File: config.mk
export PLATFORM = sky130hd
export DESIGN_NAME = unified_mem_arbiter
export DESIGN_NICKNAME = d
export VERILOG_FILES = /design/src/rtl/mem_arb_pkg.sv /design/src/rtl/unified_mem_arbiter_rd_lat_pipe.sv /design/src/rtl/unified_mem_arbiter.sv
export SDC_FILE = /design/constraint.sdc
export NUM_CORES = 1
export LEC_CHECK = 0
export ABC_AREA = 1
export BUFFER_PORTS_ARGS = -buffer_cell sky130_fd_sc_hd__buf_4
export CORE_MARGIN = 2
export CORE_UTILIZATION = 30
export DETAILED_ROUTE_END_ITERATION = 10
export GPL_TIMING_DRIVEN = 0
export PLACE_DENSITY_LB_ADDON = 0.3
export SYNTH_ARGS = -nofsm -noshare
export SYNTH_HDL_FRONTEND = slang
export SYNTH_SLANG_ARGS = --single-unit
File: constraint.sdc
create_clock -name clk -period 2.4 [get_ports clk]
set_input_delay 0.72 -clock clk [delete_from_list [all_inputs] [get_ports clk]]
set_output_delay 0.72 -clock clk [all_outputs]
set_load 0.005 [all_outputs]
File: src/rtl/mem_arb_pkg.sv
// Shared types and constants for the unified memory arbiter.
// Latency: n/a (types only).
// Backpressure: n/a.
package mem_arb_pkg;

    typedef enum logic [2:0] {
        ST_IDLE,
        ST_ISSUE,
        ST_ISSUE2,
        ST_WAIT,
        ST_RESP
    } arb_state_e;

    typedef enum logic [2:0] {
        REQ_MEMW,
        REQ_MEMR,
        REQ_RFW,
        REQ_RFR,
        REQ_IF
    } req_id_e;

    // Destination of a returning SRAM read word.
    typedef enum logic [1:0] {
        TAG_IF,
        TAG_RF1,
        TAG_RF2,
        TAG_MEMR
    } rd_tag_e;

    typedef struct packed {
        logic    vld;
        rd_tag_e tag;
    } rd_slot_t;

    localparam int MEM_CTRL_RD = 1;
    localparam int MEM_CTRL_WR = 0;

    localparam int MEM_LAT_MIN = 1;
    localparam int MEM_LAT_MAX = 4;

    function automatic logic is_misaligned(input logic [31:0] byte_addr);
        return byte_addr[1:0] != 2'b00;
    endfunction

    // Out-of-range latencies are pinned to the nearest supported value.
    function automatic int clamp_lat(input int lat);
        if (lat < MEM_LAT_MIN) return MEM_LAT_MIN;
        if (lat > MEM_LAT_MAX) return MEM_LAT_MAX;
        return lat;
    endfunction

endpackage

File: src/rtl/unified_mem_arbiter_rd_lat_pipe.sv
// Delay line of {valid, tag} matching the SRAM read latency.
// Latency: DEPTH cycles from in_vld to out_vld.
// Backpressure: none; one slot enters and one leaves every cycle.
module rd_lat_pipe
    import mem_arb_pkg::*;
#(
    parameter int DEPTH = 1
) (
    input  logic    clk,
    input  logic    rst_n,
    input  logic    in_vld,
    input  rd_tag_e in_tag,
    output logic    out_vld,
    output rd_tag_e out_tag
);

    rd_slot_t stage_q [DEPTH];
    rd_slot_t stage_d [DEPTH];

    // Shift every cycle; stage 0 takes the slot issued this cycle.
    always_comb begin
        stage_d[0].vld = in_vld;
        stage_d[0].tag = in_tag;
        for (int i = 1; i < DEPTH; i++) begin
            stage_d[i] = stage_q[i-1];
        end
    end

    // Slot registers; reset drops anything in flight.
    always_ff @(posedge clk or negedge rst_n) begin
        if (!rst_n) begin
            for (int i = 0; i < DEPTH; i++) begin
                stage_q[i] <= '0;
            end
        end else begin
            for (int i = 0; i < DEPTH; i++) begin
                stage_q[i] <= stage_d[i];
            end
        end
    end

    assign out_vld = stage_q[DEPTH-1].vld;
    assign out_tag = stage_q[DEPTH-1].tag;

endmodule

File: src/rtl/unified_mem_arbiter.sv
// Serialises fetch, regfile and data accesses onto one single-port word SRAM.
// Latency: write pulse at cycle 2, read at 2+MEM_LAT, rf pair read at 3+MEM_LAT.
// Backpressure: requests are held by the requester and wait until the FSM returns to IDLE.
module unified_mem_arbiter
    import mem_arb_pkg::*;
#(
    parameter int MEM_LAT = 1,
    parameter int SRAM_AW = 7
) (
    input  logic               clk,
    input  logic               reset_n,
    input  logic               if_req,
    input  logic [31:0]        if_addr,
    output logic [31:0]        if_rdata,
    output logic               if_valid,
    input  logic               rf_rd_req,
    input  logic [31:0]        rf_addr1,
    input  logic [31:0]        rf_addr2,
    output logic [31:0]        rf_rdata1,
    output logic [31:0]        rf_rdata2,
    output logic               rf_rd_valid,
    input  logic               rf_wr_req,
    input  logic [31:0]        rf_wr_addr,
    input  logic [31:0]        rf_wr_data,
    output logic               rf_wr_done,
    input  logic [1:0]         mem_ctrl,
    input  logic [31:0]        mem_addr,
    input  logic [31:0]        mem_wdata,
    output logic [31:0]        mem_rdata,
    output logic               mem_done,
    output logic               sram_en,
    output logic               sram_we,
    output logic [SRAM_AW-1:0] sram_addr,
    output logic [31:0]        sram_wdata,
    input  logic [31:0]        sram_rdata,
    output logic               err_conflict,
    output logic               err_misalign
);

    localparam int LAT = clamp_lat(MEM_LAT);

    arb_state_e         state_q, state_d;
    req_id_e            gnt_q, gnt_d;
    rd_tag_e            tag_q, tag_d;
    logic [SRAM_AW-1:0] addr2_q, addr2_d;
    logic [31:0]        buf1_q, buf1_d;

    logic               sram_en_q, sram_en_d;
    logic               sram_we_q, sram_we_d;
    logic [SRAM_AW-1:0] sram_addr_q, sram_addr_d;
    logic [31:0]        sram_wdata_q, sram_wdata_d;
    logic [31:0]        if_rdata_q, if_rdata_d;
    logic               if_valid_q, if_valid_d;
    logic [31:0]        rf_rdata1_q, rf_rdata1_d;
    logic [31:0]        rf_rdata2_q, rf_rdata2_d;
    logic               rf_rd_valid_q, rf_rd_valid_d;
    logic               rf_wr_done_q, rf_wr_done_d;
    logic [31:0]        mem_rdata_q, mem_rdata_d;
    logic               mem_done_q, mem_done_d;
    logic               err_conflict_q, err_conflict_d;
    logic               err_misalign_q, err_misalign_d;

    logic        mem_rd, mem_wr, mem_conf;
    logic        g_vld, g_we, g_mis;
    req_id_e     g_id;
    rd_tag_e     g_tag;
    logic [31:0] g_addr, g_wdata;
    logic        pipe_vld;
    rd_tag_e     pipe_tag;
    logic        unused_addr_bits;

    assign mem_rd   = mem_ctrl[MEM_CTRL_RD] & ~mem_ctrl[MEM_CTRL_WR];
    assign mem_wr   = mem_ctrl[MEM_CTRL_WR] & ~mem_ctrl[MEM_CTRL_RD];
    assign mem_conf = mem_ctrl[MEM_CTRL_WR] &  mem_ctrl[MEM_CTRL_RD];

    // Word index only uses the SRAM-sized slice of each byte address.
    assign unused_addr_bits = ^{g_addr[31:SRAM_AW+2], rf_addr2[31:SRAM_AW+2]};

    // Fixed-priority pick among pending requesters; 2'b11 on mem_ctrl never wins.
    always_comb begin
        g_vld   = 1'b0;
        g_id    = REQ_IF;
        g_we    = 1'b0;
        g_addr  = if_addr;
        g_wdata = mem_wdata;
        g_tag   = TAG_IF;
        g_mis   = 1'b0;
        if (mem_wr) begin
            g_vld = 1'b1; g_id = REQ_MEMW; g_we = 1'b1; g_addr = mem_addr;
        end else if (mem_rd) begin
            g_vld = 1'b1; g_id = REQ_MEMR; g_addr = mem_addr; g_tag = TAG_MEMR;
        end else if (rf_wr_req) begin
            g_vld = 1'b1; g_id = REQ_RFW; g_we = 1'b1; g_addr = rf_wr_addr; g_wdata = rf_wr_data;
        end else if (rf_rd_req) begin
            g_vld = 1'b1; g_id = REQ_RFR; g_addr = rf_addr1; g_tag = TAG_RF1;
            g_mis = is_misaligned(rf_addr2);
        end else if (if_req) begin
            g_vld = 1'b1; g_id = REQ_IF; g_addr = if_addr;
        end
        g_mis = g_vld & (g_mis | is_misaligned(g_addr));
    end

    // Next-state and registered-output logic of the access sequencer.
    always_comb begin
        state_d        = state_q;
        gnt_d          = gnt_q;
        tag_d          = tag_q;
        addr2_d        = addr2_q;
        buf1_d         = buf1_q;
        sram_en_d      = 1'b0;
        sram_we_d      = 1'b0;
        sram_addr_d    = sram_addr_q;
        sram_wdata_d   = sram_wdata_q;
        if_rdata_d     = if_rdata_q;
        if_valid_d     = 1'b0;
        rf_rdata1_d    = rf_rdata1_q;
        rf_rdata2_d    = rf_rdata2_q;
        rf_rd_valid_d  = 1'b0;
        rf_wr_done_d   = 1'b0;
        mem_rdata_d    = mem_rdata_q;
        mem_done_d     = 1'b0;
        err_conflict_d = err_conflict_q | mem_conf;
        err_misalign_d = err_misalign_q;

        // The first word of an rf pair can land while the second is still issuing.
        if (pipe_vld && pipe_tag == TAG_RF1) begin
            buf1_d = sram_rdata;
        end

        case (state_q)
            ST_IDLE: begin
                if (g_vld) begin
                    state_d        = ST_ISSUE;
                    gnt_d          = g_id;
                    tag_d          = g_tag;
                    addr2_d        = rf_addr2[SRAM_AW+1:2];
                    sram_en_d      = 1'b1;
                    sram_we_d      = g_we;
                    sram_addr_d    = g_addr[SRAM_AW+1:2];
                    sram_wdata_d   = g_wdata;
                    err_misalign_d = err_misalign_q | g_mis;
                end
            end
            ST_ISSUE: begin
                if (gnt_q == REQ_RFR) begin
                    state_d     = ST_ISSUE2;
                    sram_en_d   = 1'b1;
                    sram_addr_d = addr2_q;
                    tag_d       = TAG_RF2;
                end else if (gnt_q == REQ_MEMW) begin
                    state_d    = ST_RESP;
                    mem_done_d = 1'b1;
                end else if (gnt_q == REQ_RFW) begin
                    state_d      = ST_RESP;
                    rf_wr_done_d = 1'b1;
                end else begin
                    state_d = ST_WAIT;
                end
            end
            ST_ISSUE2: begin
                state_d = ST_WAIT;
            end
            ST_WAIT: begin
                if (pipe_vld && pipe_tag != TAG_RF1) begin
                    state_d = ST_RESP;
                    case (pipe_tag)
                        TAG_IF: begin
                            if_rdata_d = sram_rdata;
                            if_valid_d = 1'b1;
                        end
                        TAG_MEMR: begin
                            mem_rdata_d = sram_rdata;
                            mem_done_d  = 1'b1;
                        end
                        TAG_RF2: begin
                            rf_rdata1_d   = buf1_q;
                            rf_rdata2_d   = sram_rdata;
                            rf_rd_valid_d = 1'b1;
                        end
                        default: ;
                    endcase
                end
            end
            ST_RESP: begin
                state_d = ST_IDLE;
            end
            default: begin
                state_d = ST_IDLE;
            end
        endcase
    end

    // Sequencer state and all port registers; reset abandons any access.
    always_ff @(posedge clk or negedge reset_n) begin
        if (!reset_n) begin
            state_q        <= ST_IDLE;
            gnt_q          <= REQ_MEMW;
            tag_q          <= TAG_IF;
            addr2_q        <= '0;
            buf1_q         <= '0;
            sram_en_q      <= 1'b0;
            sram_we_q      <= 1'b0;
            sram_addr_q    <= '0;
            sram_wdata_q   <= '0;
            if_rdata_q     <= '0;
            if_valid_q     <= 1'b0;
            rf_rdata1_q    <= '0;
            rf_rdata2_q    <= '0;
            rf_rd_valid_q  <= 1'b0;
            rf_wr_done_q   <= 1'b0;
            mem_rdata_q    <= '0;
            mem_done_q     <= 1'b0;
            err_conflict_q <= 1'b0;
            err_misalign_q <= 1'b0;
        end else begin
            state_q        <= state_d;
            gnt_q          <= gnt_d;
            tag_q          <= tag_d;
            addr2_q        <= addr2_d;
            buf1_q         <= buf1_d;
            sram_en_q      <= sram_en_d;
            sram_we_q      <= sram_we_d;
            sram_addr_q    <= sram_addr_d;
            sram_wdata_q   <= sram_wdata_d;
            if_rdata_q     <= if_rdata_d;
            if_valid_q     <= if_valid_d;
            rf_rdata1_q    <= rf_rdata1_d;
            rf_rdata2_q    <= rf_rdata2_d;
            rf_rd_valid_q  <= rf_rd_valid_d;
            rf_wr_done_q   <= rf_wr_done_d;
            mem_rdata_q    <= mem_rdata_d;
            mem_done_q     <= mem_done_d;
            err_conflict_q <= err_conflict_d;
            err_misalign_q <= err_misalign_d;
        end
    end

    rd_lat_pipe #(
        .DEPTH (LAT)
    ) u_rd_lat_pipe (
        .clk     (clk),
        .rst_n   (reset_n),
        .in_vld  (sram_en_q & ~sram_we_q),
        .in_tag  (tag_q),
        .out_vld (pipe_vld),
        .out_tag (pipe_tag)
    );

    assign sram_en      = sram_en_q;
    assign sram_we      = sram_we_q;
    assign sram_addr    = sram_addr_q;
    assign sram_wdata   = sram_wdata_q;
    assign if_rdata     = if_rdata_q;
    assign if_valid     = if_valid_q;
    assign rf_rdata1    = rf_rdata1_q;
    assign rf_rdata2    = rf_rdata2_q;
    assign rf_rd_valid  = rf_rd_valid_q;
    assign rf_wr_done   = rf_wr_done_q;
    assign mem_rdata    = mem_rdata_q;
    assign mem_done     = mem_done_q;
    assign err_conflict = err_conflict_q;
    assign err_misalign = err_misalign_q;

endmodule

Word-level counts from Yosys, hierarchy flattened
Index checks and enable logic that the tools add are counted.
{"block": "totals", "in_bits": 263, "elab_cells": 117, "n_memories": 0, "latch_bits": 0, "out_inout_bits": 175, "mem_bits_ro": 0, "ramBits": 0, "reg_bits": 225}
{"block": "classes", "mux": 59, "n_eq_ne": 12, "n_reduce_logical": 14, "multipliers": 0, "div": 0, "magnitude_cmp": 0, "addsub": 0, "n_shift": 0, "n_bitwise": 11}
{"operator": "$mux 32", "count": 3}
{"operator": "$mux 9", "count": 4}
{"operator": "$mux 1", "count": 32}
{"operator": "$mux 3", "count": 9}
{"operator": "$mux 7", "count": 2}
{"operator": "$pmux 7 s2", "count": 1}
{"operator": "$eq 3x2->1 const B", "count": 4}
{"operator": "$pmux 3 s4", "count": 1}
{"operator": "$reduce_and 3->1", "count": 4}
{"operator": "$mux 2", "count": 4}
{"operator": "$logic_not 3->1", "count": 2}
{"operator": "$ne 2x2->1 const B", "count": 3}
{"operator": "$reduce_bool 2->1", "count": 3}
{"operator": "$and 1x1->1", "count": 5}
{"operator": "$eq 2x2->1 const B", "count": 2}
{"operator": "$pmux 1 s2", "count": 2}
{"operator": "$pmux 2 s2", "count": 1}
{"operator": "$reduce_and 2->1", "count": 2}
{"operator": "$eq 3x1->1 const B", "count": 1}
{"operator": "$not 1->1", "count": 3}
{"operator": "$or 1x1->1", "count": 3}
{"operator": "$eq 2x1->1 const B", "count": 1}
{"operator": "$logic_and 1x1->1", "count": 2}
{"operator": "$logic_not 2->1", "count": 1}
{"operator": "$ne 2x1->1 const B", "count": 1}

Depth between registers and ports, before layout
Gate-level depths: netlist (run 1).
{"block": "depth", "word_depth": 8, "depth_mapped": 10, "mapped_depth_nobuf": 9}

Cells and area by module
From an unflattened synthesis (run 1), not the netlist that was laid out.
{"block": "hier_totals", "cells_unflattened": 1057, "area_unflattened_um2": 9306.4}
{"module": "unified_mem_arbiter", "seq_area_each_um2": 5555.3, "area_each_um2": 9231.4, "n_inst": 1, "cells_per_inst": 1054}
{"module": "rd_lat_pipe", "seq_area_each_um2": 75.1, "area_each_um2": 75.1, "n_inst": 1, "cells_per_inst": 3}

Worst setup path after synthesis (run 1)
Ideal clock, no wire load.
{"block": "synth_path", "kind": "input to register", "start": "input rf_rd_req", "end": "register err_misalign_q (netlist: err_misalign)", "stages": 8, "arrival_time_ns": 1.569, "setup_time_ns": 0.117, "required_time_ns": 2.283, "path_buffers": 2, "path_slack_ns": 0.713, "cell_sequence": "buf_4 -> nor2_4 -> inv_2 -> nor3_4 -> nor2_4 -> buf_2 -> nand3_1 -> nand2_1"}
{"block": "synth_via", "elab_chain_len": 8, "word_cells_on_any_way": 17, "cone_classes": "mux (12); bitwise (3); reduce/logical (2)"}
{"element": "start: declaration", "line_no": "unified_mem_arbiter.sv:16", "rtl": "input logic rf_rd_req,"}
{"element": "$mux 9", "line_no": "unified_mem_arbiter.sv:94", "rtl": "end else if (rf_rd_req) begin"}
{"element": "$mux 9", "line_no": "unified_mem_arbiter.sv:92", "rtl": "end else if (rf_wr_req) begin"}
{"element": "$mux 9", "line_no": "unified_mem_arbiter.sv:90", "rtl": "end else if (mem_rd) begin"}
{"element": "$mux 9", "line_no": "unified_mem_arbiter.sv:88", "rtl": "if (mem_wr) begin"}
{"element": "$reduce_bool 2->1", "line_no": "mem_arb_pkg.sv:42", "rtl": "return byte_addr[1:0] != 2'b00;"}
{"element": "$or 1x1->1", "line_no": "unified_mem_arbiter.sv:100", "rtl": "g_mis = g_vld & (g_mis | is_misaligned(g_addr));"}
{"element": "$and 1x1->1", "line_no": "unified_mem_arbiter.sv:100"}
{"element": "$or 1x1->1", "line_no": "unified_mem_arbiter.sv:141", "rtl": "err_misalign_d = err_misalign_q | g_mis;"}
{"element": "end signal: assignment", "line_no": "unified_mem_arbiter.sv:234", "rtl": "err_misalign_q <= err_misalign_d;"}
{"element": "end: declaration", "line_no": "unified_mem_arbiter.sv:61", "rtl": "logic err_misalign_q, err_misalign_d;"}
Parallel ways exist; a longest one is shown, timed or not.
A chain may end at the register's enable or synchronous reset.

Worst setup path after layout (run 1)
{"block": "layout_path", "start": "register sram_wdata_q[6] (netlist: sram_wdata[6])", "end": "output sram_wdata[6]"}
{"element": "start: declaration", "line_no": "unified_mem_arbiter.sv:51", "rtl": "logic [31:0] sram_wdata_q, sram_wdata_d;"}
{"element": "start signal: assignment", "line_no": "unified_mem_arbiter.sv:224", "rtl": "sram_wdata_q <= sram_wdata_d;"}
{"element": "end: declaration", "line_no": "unified_mem_arbiter.sv:34", "rtl": "output logic [31:0] sram_wdata,"}
No word-level cell between the ends.

==> metrics.yaml, run 1 <==
setup_path:
  crit_family: "flip-flops"
  cpPeakStageDelay_ns: 0.44
  critPathKind: "flip-flop to output pin"
  crit_fanout: 2
  cp_cell_sequence: "buf_4"
  r2r-end: "if_rdata[4]"
  crit_cells: 1
  rrSetupSlack_ns: 0.74
  crit_path_start_kind: "flip-flop"
  cp.required_ns: 1.68
  cp_slowest_cell: "dfrtp_1"
  endpoint_kind: "output pin"
  worstRegToRegCells: 6
  arrival_ns: 1.12
  worstReg2RegStart: "state_q[0]"
  worst-path-buf-inv: 1
clocking:
  hold_buffers: 0
  cts.sinks: 225
  clk_latency_ns: 0.51
  h-tree-depth: 1
  postCtsResizedCells: 0
  numCtsBuffers: 24
  clk_path_buf_depth: 3
  clock-root-buffer: "clkbuf_16"
  cts_tree: "built"
  clk_pin_slew_ns: 0.06
  post_cts.repair.setup_buffers: 0
drt:
  antenna_left: 0
  wl_per_cell_um: 15.8
  wl_um: 29100
  avgViaCountPerCell: 4.49
  firstDrtPassIters: 4
  drc: 0
  drt_iter0_drc: 419
  vias: 8285
finish:
  nNetsFinal: 1695
  seq_area_um2: 5630
  drive_gt1_share_pct: 29.0
  area_growth_pct: 41.0
  multi_input_area_um2: 3100
  n_antenna_cell: 0
  nFillCells: 3066
yosys:
  async_reset_ff_share_pct: 100
  yosys-top-cells-count: "nand2_1, dfrtp_1, o21ai_0, inv_1, nand3_1"
  synth.top_cells.by_area: "dfrtp_1, nand2_1, o21ai_0, nand3_1, o21ai_1"
  synth_top_family_by_area: "simple AND/OR/NAND/NOR gates"
  seq_area_frac_synth_pct: 60.6
  yosys.area.top_type: "dfrtp_1"
  postSynthCellCount: 1085
  synth_edf_count: 0
  synth_cell_type_count: 24
  syn-num-nets: 1348
  syn_area_um2: 9290
  muxShareOfSynthArea_pct: 0
  yosysTopAreaCellShare_pct: 60.6
  synth_compound_area_share_pct: 7.68
  synth_adder_area_share_pct: 0
  synth-simple-area-share_pct: 25.7
  yosysMostFrequentCell: "nand2_1"
  ys_ff_latch: 225
  synth_xor_xnor_area_share_pct: 0
  ys.warnings.count: 0
  synth_area_per_cell_um2: 8.56
  synthFlopType: "dfrtp_1"
timing:
  fin_crit_sh_pct: 76.6
  finalWorstSetupSlack_ns: 0.563
  max_slew_margin_pct: 44.2
  hold_violations: 0
  slew_viol_final: 0
  fin_crit_ns: 1.84
  setup_viol: 0
  rsz0062_at_grt: "false"
  worstMarginPinSlew_ns: 0.837
  clock-skew-final_ns: 0.00906
  clock.fmax_ghz: 0.544
placed_design:
  hpwl_um: 22000
  gp_congestion: 0.833
  dp_slack_ns: 0.372
  port_buffers: 320
power_and_ir_drop:
  p_switching_mw: 5.18
  ir_drop_v: 0.000455
  cellPowerDensity_nw_per_um2: 1220
  power_frac_seq_pct: 41.1
  p_int_mw: 10.8
  leakage_nw: 7.20
  p_clk_share_pct: 25.5
  totalPowerFinal_mw: 15.9
  netSwitchingFraction_pct: 32.5
  pwr-share-comb_pct: 33.5
global_routing:
  grt_usage_pct: 17.8
  grt_pass1_wl_um: 46500
  grt_max_degree: 123
  gr-total-overflow: 0
  grt_pass1_vias: 8476
  antenna_found_initial: 0
die:
  core_um2: 30500
  rows: 64
  die_area_um2: 32400
  io_pins: 438
  die_x_um: 180
  die_h_um: 180
  start_util_pct: 30.4
min_path:
  hp-class: "input pin to async pin"
flow_run:
  maxCapViolations: 0
outcome:
  status: "completed"
-- worst max path at each step --
stage             startpoint             end  slack, ns
2_1_floorplan      rf_rd_req    err_misalign       0.71
5_1_grt        sram_wdata[6]   sram_wdata[6]       0.51
3_5_place_dp     mem_ctrl[0]  sram_wdata[29]       0.37
6_report       sram_wdata[6]   sram_wdata[6]       0.56
4_1_cts        sram_wdata[6]   sram_wdata[6]       0.54
3_3_place_gp         reset_n  sram_wdata[15]      -1.15
-- area by class of cell --
class                           count  share of cell area, %
Clock buffer                       30                   5.15
Timing Repair Buffer              321                   18.6
Multi-Input combinational cell    736                   23.7
Inverter                           68                   1.95
Tap cell                          396                   3.78
Sequential cell                   225                   43.0
Buffer                             56                   2.31
Clock inverter                     13                   1.50
-- power groups by stage --
stage	Clock (mW)	Combinational (mW)	Sequential, mW
6_report	4.06	5.34	6.55
5_1_grt	4.32	6.07	6.76
4_1_cts	4.16	5.45	6.56
3_5_place_dp	0	5.44	6.60
3_3_place_gp	0	5.33	6.56
2_1_floorplan	0	2.28	6.49
-- cells by family after synthesis --
kind of cell | after synthesis
flip-flops | 225
buffers and inverters | 124
AND/OR/NAND/NOR | 594
AO/OA/AOI/OAI | 142
-- sequential cells by signal, summed over array words and instances (netlist names) --
name and flops:
sram_we 1, sram_wdata 32, rf_rdata2 32, u_rd_lat_pipe.out_tag 2, mem_done 1, sram_addr 7, err_conflict 1, gnt_q 3
sram_en 1, addr2_q 7, if_rdata 32, u_rd_lat_pipe.out_vld 1, if_valid 1, tag_q 2, state_q 3, rf_rd_valid 1
err_misalign 1, mem_rdata 32, rf_wr_done 1, rf_rdata1 32, buf1_q 32
-- cells in the final DEF (no fill, tap or decap), drive strengths merged --
cell | netlist | routed
buf | 40 | 361
inv | 68 | 69
dfrtp | 225 | 225
o21bai | 1 | 1
nand2 | 511 | 511
a21oi | 8 | 8
clkbuf | 16 | 46
bufinv | 0 | 5
nor3 | 1 | 1
nand4 | 1 | 1
o21ai | 133 | 133
clkinv | 0 | 6
clkinvlp | 0 | 1
nand3 | 52 | 52
or2 | 1 | 1
nand3b | 1 | 1
nor2 | 27 | 27
-- routing by layer --
metal	GRT usage, %	routed length, µm
met1	22.6	12400
met2	30.4	13800
met3	4.07	2170
met4	5.33	775
met5	0	0
-- metrics by stage --
step / hold WS [ns] / cell area (µm²) / cells / TNS, ns / util (%)
final: 0.239 / 13100 / 1845 / 0 / 42.9
after detailed placement: 0.367 / 12200 / 1802 / 0 / 40.1
after CTS: 0.284 / 13100 / 1845 / 0 / 42.9
after global routing: 0.293 / 13100 / 1845 / 0 / 42.9
after floorplan: 0.354 / 9290 / 1085 / 0 / -
after global placement: 0.367 / 12200 / 1801 / -252.85 / 39.9
-- worst register-to-register path, cell delays in order (launching register included) --
cell	delay, ns
dfrtp_1	0.40
nand3_2	0.14
nor2_2	0.07
inv_2	0.20
clkbuf_1	0.54
nand2_1	0.12
o21ai_0	0.11
No activity file was read; power rests on OpenSTA's default activity.
==> inputs of run 2 (changes only) <==
==> constraint.sdc (replaced) <==
create_clock -name clk -period 1.6 [get_ports clk]
set_input_delay 0.48 -clock clk [delete_from_list [all_inputs] [get_ports clk]]
set_output_delay 0.48 -clock clk [all_outputs]
set_load 0.005 [all_outputs]
==> run 2 against run 1 <==
Net effect: clock power up 50%; sequential share of layout area decreased by 0.42 points; final cell count rose by 0.33%; setup slack got worse by 0.55 ns; routed wire length grew 0.65%; register-to-register slack got worse by 0.61 ns; critical path depth stayed put; final area up 1.0%; global-route usage hardly changed; hold slack lost 0.23 ns; critical endpoint is now sram_wdata[5].
==> metrics.yaml, run 2 (synthesis results as in run 1) <==
outcome:
  status: "completed"
clocking:
  clk_pin_slew_ns: 0.06
  clock-root-buffer: "clkbuf_16"
  h-tree-depth: 1
  hold_buffers: 0
  numCtsBuffers: 24
  cts_tree: "built"
  clk_path_buf_depth: 3
  clk_latency_ns: 0.51
  cts.sinks: 225
timing:
  clock.fmax_ghz: 0.631
  hold_slack_ns: 0.00561
  max_slew_margin_pct: 44.4
  fin_crit_sh_pct: 99.0
  rsz0062_at_grt: "true"
  worstMarginPinSlew_ns: 0.834
  fin_crit_ns: 1.58
  finalWorstSetupSlack_ns: 0.0153
  hold_violations: 0
  clock-skew-final_ns: 0.00845
  fin_tns_setup_ns: 0
  slew_viol_final: 0
  setup_viol: 0
power_and_ir_drop:
  leakage_nw: 7.28
  cellPowerDensity_nw_per_um2: 1820
  totalPowerFinal_mw: 24.1
  ir_drop_v: 0.000683
finish:
  final_cell_mix: "nand2_1, buf_4, dfrtp_1"
  fin_area_um2: 13200
  nNetsFinal: 1701
  fin_util_pct: 43.4
  nFillCells: 3060
  final_common_cell: "nand2_1"
  n_antenna_cell: 0
  area_growth_pct: 42.4
  layout.cells.non_filler: 1851
  drive_gt1_share_pct: 30.8
setup_path:
  cp_cell_sequence: "buf_6"
  cpPeakStageDelay_ns: 0.44
  cp.required_ns: 1.12
  crit_family: "flip-flops"
  crit_path_start: "sram_wdata[5]"
  worstReg2RegStart: "state_q[2]"
  arrival_ns: 1.10
  r2r-end: "mem_rdata[5]"
  worstRegToRegCells: 8
  critPathKind: "flip-flop to output pin"
  rrSetupSlack_ns: 0.13
  cp_slowest_cell: "dfrtp_1"
  crit_path_start_kind: "flip-flop"
  worst-path-buf-inv: 1
  endpoint_kind: "output pin"
  crit_fanout: 2
die:
  core_um2: 30500
  die_area_um2: 32400
  die_x_um: 180
  io_pins: 438
  rows: 64
  die_h_um: 180
  start_util_pct: 30.4
drt:
  vias: 8327
  drc: 0
  drt_iter0_drc: 426
  antenna_left: 0
  met3_length_um: 2290
  top_layer_used: "met4"
  wirelength_met1_um: 12400
  route.met2.wl_um: 13800
  wl_um: 29300
  firstDrtPassIters: 5
  wl_per_cell_um: 15.8
  avgViaCountPerCell: 4.50
flow_run:
  maxCapViolations: 0
global_routing:
  antenna_found_initial: 0
  grt_usage_pct: 17.8
  grt_pass1_vias: 8481
  gr-total-overflow: 0
  grt_max_degree: 123
  grt_pass1_wl_um: 46500
min_path:
  hp-class: "input pin to async pin"
placed_design:
  port_buffers: 320
  dp_slack_ns: -0.188
  gp_congestion: 0.833
  place_area_um2: 12200
  hpwl_um: 22000
  dp.cells: 1802
[run 2: area by class of cell]
type,count,area [µm²],area share [%]
flip-flops and latches,225,5630,42.6
inverters,68,258,1.95
clock buffers,30,674,5.10
clock inverters,13,196,1.49
well taps,396,495,3.75
plain buffers,55,344,2.60
multi-input cells,736,3120,23.6
repair buffers,328,2510,19.0
[run 2: layer usage]
metal	vias up	global-route usage, %
met5	-	0
met4	0	5.33
met3	47	4.01
met2	326	30.4
met1	3860	22.6
li1	4094	-
[run 2: worst max-delay path by stage]
stage,end,slack [ns],depth (start not counted)
after floorplan,err_misalign,0.15,8
after global placement,sram_wdata[15],-1.71,1
after detailed placement,sram_wdata[29],-0.19,9
after CTS,sram_wdata[5],-0.007,1
after global routing,sram_wdata[5],-0.02,1
final,sram_wdata[5],0.02,1
[run 2: power by group]
group          switching (mW)  internal (mW)  total, mW
combinational            3.94           4.18       8.12
sequential               1.59           8.27       9.86
clock                    2.29           3.79       6.08
total                    7.82           16.2       24.1
[run 2: timing repair]
action | 4_1_cts | 5_1_grt
buffers inserted | 1 | 5
resized for setup | 21 | 29
endpoints found under the setup margin | 68 | 116
cloned | 0 | 1
pin swaps | 1 | 2
[run 2: worst register-to-register path, stage by stage (launching register included)]
cell	delay (ns)
dfrtp_1	0.38
inv_2	0.08
nand3_4	0.09
inv_2	0.08
nand4_1	0.18
buf_6	0.21
buf_4	0.18
nand2_1	0.06
o21ai_0	0.09
==> inputs of run 3 (changes only) <==
--- a/config.mk
+++ b/config.mk
@@ -9,6 +9,7 @@
 export BUFFER_PORTS_ARGS = -buffer_cell sky130_fd_sc_hd__buf_4
 export CORE_MARGIN = 2
 export CORE_UTILIZATION = 30
+export CTS_BUF_LIST = sky130_fd_sc_hd__clkbuf_2
 export DETAILED_ROUTE_END_ITERATION = 10
 export GPL_TIMING_DRIVEN = 0
 export PLACE_DENSITY_LB_ADDON = 0.3
==> run 3 against run 2 <==
Net effect: the run now ends with setup timing left; routed wire length grew 15%; via count grew 15%; core utilization grew 7.2 points; register-to-register slack lost 0.02 ns; final cell count grew 15%; hold slack gained 0.12 ns; combinational power grew 40%; sequential cell count is the same; global-route usage grew 2.4 points; clock power shrank 41%; sequential power is essentially flat; sequential share of layout area shrank 6.1 points; largest cell class unchanged.
==> metrics.yaml, run 3 (synthesis results as in run 1) <==
outcome:
  status: "complete, but fails checks"
  violations: "setup timing"
power_and_ir_drop:
  netSwitchingFraction_pct: 34.8
  p_clk_share_pct: 14.4
  leakage_nw: 8.40
  p_switching_mw: 8.76
  ir_drop_v: 0.000442
  pwr-share-comb_pct: 45.2
  power_frac_seq_pct: 40.4
  p_int_mw: 16.4
  cellPowerDensity_nw_per_um2: 1630
  totalPowerFinal_mw: 25.1
die:
  rows: 64
  io_pins: 438
  die_h_um: 180
  die_area_um2: 32400
  die_x_um: 180
  start_util_pct: 30.4
  core_um2: 30500
global_routing:
  grt_pass1_vias: 9990
  grt_usage_pct: 20.2
  grt_max_degree: 123
  grt_pass1_wl_um: 52800
  grt_util_met2_pct: 35.2
  grt_util_met1_pct: 24.5
  grtUsageMet3_pct: 4.34
  antenna_found_initial: 1
  grt_busiest_layer: "met2"
  gr-total-overflow: 0
clocking:
  clk_latency_ns: 0.82
  h-tree-depth: 2
  clk_path_buf_depth: 3
  clk_pin_slew_ns: 0.10
  cts.sinks: 225
  clock-root-buffer: "clkbuf_2"
  cts_tree: "built"
  numCtsBuffers: 57
setup_path:
  endpoint_kind: "output pin"
  cp.required_ns: 1.12
  crit_fanout: 2
  cp_slowest_cell: "dfrtp_1"
  crit_path_start_kind: "flip-flop"
  critPathKind: "flip-flop to output pin"
  crit_family: "flip-flops"
  cpPeakStageDelay_ns: 0.46
  worst-path-buf-inv: 1
  arrival_ns: 1.40
  cp_cell_sequence: "buf_6"
timing:
  hold_violations: 0
  worstMarginPinSlew_ns: 0.836
  setup_viol: 175
  max_slew_margin_pct: 44.3
  fin_crit_ns: 1.88
  hold_slack_ns: 0.126
  rsz0062_at_grt: "true"
  finalWorstSetupSlack_ns: -0.279
  fin_crit_sh_pct: 117
  clock.fmax_ghz: 0.532
  clock-skew-final_ns: 0.0559
  fin_tns_setup_ns: -37.16
  slew_viol_final: 0
placed_design:
  hpwl_um: 22000
  gp_congestion: 0.833
  port_buffers: 320
  dp.cells: 1802
  place_area_um2: 12200
drt:
  firstDrtPassIters: 5
  avgViaCountPerCell: 4.52
  wl_um: 33600
  drt_iter0_drc: 425
  vias: 9614
  drc: 0
  wl_per_cell_um: 15.8
  antenna_left: 0
min_path:
  hp-class: "input pin to flip-flop"
finish:
  fin_area_um2: 15400
  nFillCells: 2823
  layout.cells.non_filler: 2125
  final_cell_mix: "nand2_1, buf_4, dfrtp_1"
  drive_gt1_share_pct: 34.5
  final_common_cell: "nand2_1"
  area_growth_pct: 66.1
  nNetsFinal: 1957
flow_run:
  maxCapViolations: 0
run 3: worst paths after layout:
| kind | startpoint | end | slack (ns) | cells after the start |
|---|---|---|---|---|
| min | rf_wr_data[29] | sram_wdata[29] | 0.13 | 5 |
| max | sram_wdata[5] | sram_wdata[5] | -0.28 | 1 |
| min in group asynchronous | reset_n | if_rdata[0] | 0.29 | 2 |
| max reg2reg | state_q[1] | mem_rdata[26] | 0.11 | 7 |
| max in group asynchronous | reset_n | if_rdata[26] | 0.22 | 3 |
| min reg2reg | tag_q[0] | u_rd_lat_pipe.out_tag[0] | 0.36 | 0 |
run 3: metal layers:
| layer | share of wire, % | vias up |
|---|---|---|
| li1 | - | 4633 |
| met1 | 40 | 4438 |
| met2 | 49 | 474 |
| met3 | 7.8 | 69 |
| met4 | 3.3 | 0 |
| met5 | 0 | - |
run 3: final cells by class:
class,count,area [µm²],share of cell area [%]
diodes,1,2.50,0.0162
plain buffers,55,340,2.21
clock buffers,77,385,2.50
clock inverters,16,70.1,0.454
inverters,68,265,1.72
multi-input cells,736,3140,20.3
flip-flops and latches,225,5630,36.5
well taps,396,495,3.21
repair buffers,551,5100,33.1
run 3: power groups by stage:
stage	Clock (mW)	Combinational [mW]	Sequential (mW)
final	3.61	11.4	10.2
after global routing	4.07	12.5	10.4
after floorplan	0	3.42	9.73
after global placement	0	7.99	9.84
after CTS	3.79	10.6	10.1
after detailed placement	0	8.16	9.90
run 3: through the flow:
stage                     worst slack [ns]  utilization (%)
after CTS                           -0.398             49.2
after floorplan                      0.153                -
after detailed placement            -0.188             40.1
after global placement               -1.71             39.9
after global routing                -0.417             50.6
final                               -0.279             50.6
run 3: what timing repair did:
item | 4_1_cts | 5_1_grt
pin swaps | 1 | 3
setup endpoints to repair | 252 | 260
hold endpoints to repair | 276 | 0
resized for setup | 190 | 28
buffers inserted | 68 | 49
hold buffers | 113 | 0
cloned | 0 | 1
